$ cat config.mk
export PLATFORM = sky130hd
export DESIGN_NAME = swt_debounce
export DESIGN_NICKNAME = d
export VERILOG_FILES = /design/src/rtl/swt_debounce.sv
export SDC_FILE = /design/constraint.sdc
export NUM_CORES = 1
export LEC_CHECK = 0
export CAP_MARGIN = 20
export CORE_ASPECT_RATIO = 0.5
export CORE_MARGIN = 10
export CORE_UTILIZATION = 58
export CTS_CLUSTER_SIZE = 30
export DETAILED_ROUTE_END_ITERATION = 8
export PLACE_DENSITY = 0.76
export SETUP_SLACK_MARGIN = 0.2
export SLEW_MARGIN = 0
export SYNTH_ARGS = -nofsm -noshare
export SYNTH_HDL_FRONTEND = slang
export SYNTH_SLANG_ARGS = --single-unit
$ cat constraint.sdc
create_clock -name clk -period 2 [get_ports clk]
set_input_delay 0.4 -clock clk [delete_from_list [all_inputs] [get_ports clk]]
set_output_delay 0.4 -clock clk [all_outputs]
set_load 0.03 [all_outputs]
$ cat src/rtl/swt_debounce.sv
// Purpose: synchronize and debounce the raw slide-switch bus, with per-bit rise/fall strobes.
// Latency: a clean raw change appears on swt_db on edge DEBOUNCE_CYCLES+2 (2 sync + full count).
// Backpressure: none; free-running conditioner, strobes are single-cycle and cannot be stalled.
module swt_debounce #(
  parameter int WIDTH           = 3,
  parameter int DEBOUNCE_CYCLES = 1000
) (
  input  logic             clk,
  input  logic             rst,
  input  logic [WIDTH-1:0] swt,
  output logic [WIDTH-1:0] swt_db,
  output logic [WIDTH-1:0] rise,
  output logic [WIDTH-1:0] fall,
  output logic             any_change
);

  localparam int CNT_W = $clog2(DEBOUNCE_CYCLES);
  localparam logic [CNT_W-1:0] CNT_LAST = CNT_W'(DEBOUNCE_CYCLES - 1);
  localparam logic [CNT_W-1:0] CNT_ONE  = CNT_W'(1);

  typedef enum logic {
    IDLE    = 1'b0,
    PENDING = 1'b1
  } state_t;

  logic [WIDTH-1:0] s1;
  logic [WIDTH-1:0] s2;
  logic [WIDTH-1:0] strobe_nxt;

  // Two-flop synchronizer for the asynchronous switch pins.
  always_ff @(posedge clk or posedge rst) begin
    if (rst) begin
      s1 <= '0;
      s2 <= '0;
    end else begin
      s1 <= swt;
      s2 <= s1;
    end
  end

  for (genvar gi = 0; gi < WIDTH; gi++) begin : gen_bit
    state_t           state_q, state_d;
    logic [CNT_W-1:0] cnt_q, cnt_d;
    logic             db_q, db_d;
    logic             rise_q, rise_d;
    logic             fall_q, fall_d;

    // Per-bit state, counter, debounced level and registered strobes.
    always_ff @(posedge clk or posedge rst) begin
      if (rst) begin
        state_q <= IDLE;
        cnt_q   <= '0;
        db_q    <= 1'b0;
        rise_q  <= 1'b0;
        fall_q  <= 1'b0;
      end else begin
        state_q <= state_d;
        cnt_q   <= cnt_d;
        db_q    <= db_d;
        rise_q  <= rise_d;
        fall_q  <= fall_d;
      end
    end

    // Next state: count consecutive cycles the synchronized level differs from the
    // accepted level; any agreement in between restarts from zero.
    always_comb begin
      state_d = state_q;
      cnt_d   = cnt_q;
      db_d    = db_q;
      rise_d  = 1'b0;
      fall_d  = 1'b0;
      case (state_q)
        IDLE: begin
          if (s2[gi] != db_q) begin
            state_d = PENDING;
            cnt_d   = CNT_ONE;
          end
        end
        PENDING: begin
          if (s2[gi] == db_q) begin
            state_d = IDLE;
            cnt_d   = '0;
          end else if (cnt_q == CNT_LAST) begin
            state_d = IDLE;
            cnt_d   = '0;
            db_d    = s2[gi];
            rise_d  = s2[gi];
            fall_d  = ~s2[gi];
          end else begin
            cnt_d = cnt_q + 1'b1;
          end
        end
        default: begin
          state_d = IDLE;
          cnt_d   = '0;
        end
      endcase
    end

    assign swt_db[gi]     = db_q;
    assign rise[gi]       = rise_q;
    assign fall[gi]       = fall_q;
    assign strobe_nxt[gi] = rise_d | fall_d;
  end

  // Combined change flag, registered alongside the per-bit strobes.
  always_ff @(posedge clk or posedge rst) begin
    if (rst) begin
      any_change <= 1'b0;
    end else begin
      any_change <= |strobe_nxt;
    end
  end

endmodule

## Word level (Yosys, flattened, before mapping)

Cells that the tools add are included.

| storage, ports and cells | value |
|---|---|
| output and inout bits | 10 |
| RAM bits | 0 |
| input port bits | 5 |
| memories kept | 0 |
| ROM bits | 0 |
| flip-flop bits (word level) | 49 |
| latch bits | 0 |
| word-level logic and storage cells | 91 |

| operators by class | value |
|---|---|
| div/mod/pow operators | 0 |
| multiplexer cells | 42 |
| add/subtract/negate cells | 3 |
| $lt $le $gt $ge | 0 |
| equal/unequal tests | 12 |
| reductions and logical operators | 4 |
| $mul | 0 |
| shift operators | 0 |
| bitwise gates (word level) | 12 |

Operators with widths:

| cell | count |
|---|---|
| $mux W10 | 9 |
| $pmux W10 S2 | 3 |
| $add A10 B1 Y10 const B | 3 |
| $eq A10 B10 Y1 const B | 3 |
| $mux W1 | 27 |
| $not A1 Y1 | 9 |
| $reduce_and A3 Y1 | 3 |
| $ne A2 B2 Y1 const B | 3 |
| $pmux W1 S2 | 3 |
| $eq A1 B1 Y1 | 3 |
| $ne A1 B1 Y1 | 3 |
| $or A1 B1 Y1 | 3 |
| $reduce_or A3 Y1 | 1 |

## Depth between registers and ports, before layout

| depth | value |
|---|---|
| depth after elaboration | 6 |
| depth in mapped cells | 6 |
| depth with buffers taken out | 6 |

## Worst setup path after synthesis

OpenSTA, ideal clock, no wires.

| path | value |
|---|---|
| path kind | flip-flop to flip-flop |
| from | register gen_bit[2].cnt_q[0] |
| to | register gen_bit[2].cnt_q[3] |
| setup time | 121 ps |
| period minus slack after synthesis | 1620 ps |
| cell stages (with the launch flop) | 7 |
| path slack | 380 ps |
| data required time | 1879 ps |
| arrival | 1499 ps |
| path buffers | 0 |
| cell sequence | dfrtp_1 -> ha_1 -> nand2_1 -> nor4_2 -> nor2_2 -> a21o_1 -> a22o_1 |

| on the way | value |
|---|---|
| longest elaborated chain between the ends | 4 |
| elaborated cells between the ends (all ways) | 5 |
| those cells by class | 1 x add/sub; 1 x eq/ne; 3 x mux |

Ends and longest elaborated chain:

| what | RTL line | text |
|---|---|---|
| start, declared | 43 | `logic [CNT_W-1:0] cnt_q, cnt_d;` |
| start signal, assigned | 58 | `cnt_q <= cnt_d;` |
| $add A10 B1 Y10 or $eq A10 B10 Y1 (tied branches) | 91, 84 |  |
| $mux W10 (*) | 84 | `end else if (cnt_q == CNT_LAST) begin` |
| $mux W10 (*) | 81 | `if (s2[gi] == db_q) begin` |
| $pmux W10 S2 (*) | 73 | `case (state_q)` |

Every way passes the cells marked *; elsewhere a longest branch is shown, timed or not.
A chain may end at the register's enable or synchronous reset.

## Worst setup path after layout

| path | value |
|---|---|
| from | register gen_bit[2].db_q |
| to | register gen_bit[2].cnt_q[8] |

| on the way | value |
|---|---|
| longest elaborated chain between the ends | 3 |
| elaborated cells between the ends (all ways) | 5 |
| those cells by class | 3 x eq/ne; 2 x mux |

Ends and longest elaborated chain:

| what | RTL line | text |
|---|---|---|
| start, declared | 44 | `logic db_q, db_d;` |
| start signal, assigned | 53 | `db_q <= 1'b0;` |
| start signal, assigned | 59 | `db_q <= db_d;` |
| $eq A1 B1 Y1 | 81 |  |
| $mux W10 | 81 |  |
| $pmux W10 S2 | 73 |  |

Several ways; a longest one is shown, not always the timed one.

==> flow_summary.json <==
{
  "outcome": "completed",
  "min_period_ns": 1.71,
  "numClockSinks": 49,
  "multi_input_area_mm2": 0.00107,
  "die_x_um": 110,
  "setup_tns_ns": 0,
  "grt_pass1_wl_um": 7710,
  "synth_top_cell_area_share": 0.517,
  "p_per_area_mw_per_mm2": 681,
  "yosysUniqueCellTypes": 46,
  "coreArea_mm2": 0.00392,
  "worst_pin_slew_ns": 0.585,
  "fin_skew_ns": 0.00791,
  "insertion_delay_ns": 0.29,
  "htree_num_levels": 2,
  "clock_tree.buffer_depth": 2,
  "antenna_found_initial": 0,
  "cts_tree": "yes",
  "netlist_area_mm2": 0.00237,
  "grt_max_degree": 40,
  "power.total_mw": 1.80,
  "yosys.area.top_type": "dfrtp_1",
  "first_pass_iters": 5,
  "startpoint_type": "flop",
  "synthCells": 233,
  "path_class": "flop to flop",
  "place_area_mm2": 0.00253,
  "dr_total_vias": 1718,
  "setup_viol_count_final": 0,
  "ys_seq_area_frac": 0.517,
  "syn_nets": 241,
  "mostFrequentLayoutCell": "dfrtp_1",
  "yosys_register_bits": 49,
  "initial_utilization": 0.604,
  "cts_root_buffer": "clkbuf_8",
  "maxSlewViolCount": 0,
  "fill_cells": 302,
  "cap_violations": 0,
  "wl_per_cell_um": 14.5,
  "cp-startpoint": "gen_bit[2].db_q",
  "hold_buffers": 0,
  "pin_count": 15,
  "grt_usage": 0.126,
  "nNetsFinal": 253,
  "p_leak_nw": 1.17,
  "die-area_mm2": 0.00720,
  "hold_viol": 0,
  "fmax_mhz": 584,
  "syn_to_final_growth_pct": 11.5,
  "synth.area.top_cells": "dfrtp_1 52%, nand2_1 4.3%, nand3_1 4.0%",
  "dieHeight_um": 65.2,
  "worstHoldPathType": "input pin to asynchronous set/reset pin",
  "first_iter_violations": 93,
  "postLayoutCellArea_mm2": 0.00264,
  "required_ns": 2.23,
  "portBuffers": 14,
  "cts_buffers": 5,
  "diodes": 0,
  "grt_setup_unrepaired": "true",
  "syn_avg_cell_area_um2": 10.2,
  "drc": 0,
  "dp_hpwl_um": 3060,
  "seqCellArea_mm2": 0.00123,
  "cp-end-kind": "flop",
  "final_cell_mix": "49 x dfrtp_1, 27 x nand2_1, 19 x nand3_1, 14 x nor2_1, 12 x a21oi_1",
  "vias_per_cell": 5.73,
  "critPathMaxFanout": 9,
  "place_congestion": 0.832,
  "rows": 16,
  "grt_pass1_vias": 1711,
  "drive_gt1_frac": 0.118,
  "wl_um": 4340,
  "yosysWarnings": 0,
  "timing.rr.start": "gen_bit[2].db_q",
  "ir_worst_vdd_uv": 342,
  "gr-total-overflow": 0,
  "drtAntennaViolNets": 0,
  "relSlewSlack": 0.609,
  "clk_pin_slew_worst_paths_ns": 0.09,
  "min_period_over_period": 0.856,
  "crit_arrival_ns": 1.94
}
==> kinds of logic (layout without fill, tap and decap cells) <==
logic type | count (synthesis) | in the layout | synth area share
AND/OR/NAND/NOR | 105 | 105 | 0.246
AO/OA/AOI/OAI | 52 | 52 | 0.138
flip-flops | 49 | 49 | 0.517
buffers and inverters | 15 | 28 | 0.0385
XOR/XNOR | 6 | 6 | 0.0285
adder cells (fa/ha/maj) | 3 | 3 | 0.0158
multiplexers | 3 | 3 | 0.0158
==> cell type report <==
class,instances,area share
tap,54,0.0256
sequential,49,0.464
clock buffer,7,0.0364
inverter,4,0.00568
clock inverter,1,0.00189
timing repair buffer,16,0.0620
multi-input combinational,169,0.405
==> synth_stat cells (all sizes together) <==
master  count
a211o       1
a21o        3
a21oi      12
a22o       10
a31oi       2
a32oi       1
and2        3
and3        5
buf         9
clkbuf      2
dfrtp      49
ha          3
inv         4
mux2        3
nand2      29
nand2b      1
nand3      19
nand4       2
nand4b      1
nor2       17
nor3        7
nor3b       6
nor4        4
o211ai      2
o21a        2
o21ai      18
o31ai       1
or2         5
or3         4
or3b        1
or4         1
xnor2       2
xor2        4
==> worst paths after layout <==
path,end,slack [ns],depth (start not counted)
min in group clk,s2[1],0.36,0
min reg2reg,s2[1],0.36,0
max reg2reg,gen_bit[2].cnt_q[8],0.29,5
min,gen_bit[2].cnt_q[0],0.36,2
max,gen_bit[2].cnt_q[8],0.29,5
max in group asynchronous,gen_bit[1].state_q,1.16,3
==> what timing repair did <==
action / CTS / global route
endpoints found under the setup margin: 3 / 11
setup buffers: 0 / 0
resized for setup: 3 / 2
pin swaps: 0 / 2
==> layer usage <==
| layer | wire length (µm) | share of wire | vias to the layer above | track usage |
|---|---|---|---|---|
| li1 | - | - | 852 | - |
| met1 | 2050 | 0.47 | 834 | 0.154 |
| met2 | 2120 | 0.49 | 28 | 0.218 |
| met3 | 134 | 0.031 | 4 | 0.0353 |
| met4 | 34 | 0.0078 | 0 | 0.0306 |
| met5 | 0 | 0 | - | 0 |
==> worst max-delay path, stage by stage (launching register included) <==
cell,delay [ns]
dfrtp_1,0.45
xor2_2,0.32
nand2_1,0.25
nor2_2,0.34
a21o_1,0.16
a22o_1,0.12
==> state kept, by name, summed over array words and instances, names as in the netlist <==
signal,count
s2,3
gen_bit.rise_q,3
any_change,1
gen_bit.cnt_q,30
gen_bit.db_q,3
s1,3
gen_bit.fall_q,3
gen_bit.state_q,3
==> through the flow <==
step            util  worst slack, ns  std cells  hold WS [ns]
2_1_floorplan      -            0.380        233         0.331
3_3_place_gp   0.645            0.300        292         0.332
3_5_place_dp   0.645            0.230        292         0.342
4_1_cts        0.670            0.231        300         0.361
5_1_grt        0.674            0.172        300         0.368
6_report       0.674            0.289        300         0.358
==> report_power, final <==
group          internal [mW]  switching, mW  total (mW)
clock                  0.313          0.309       0.622
sequential              1.02         0.0325        1.05
combinational         0.0501         0.0768       0.127
(Power assumes the default switching activity.)
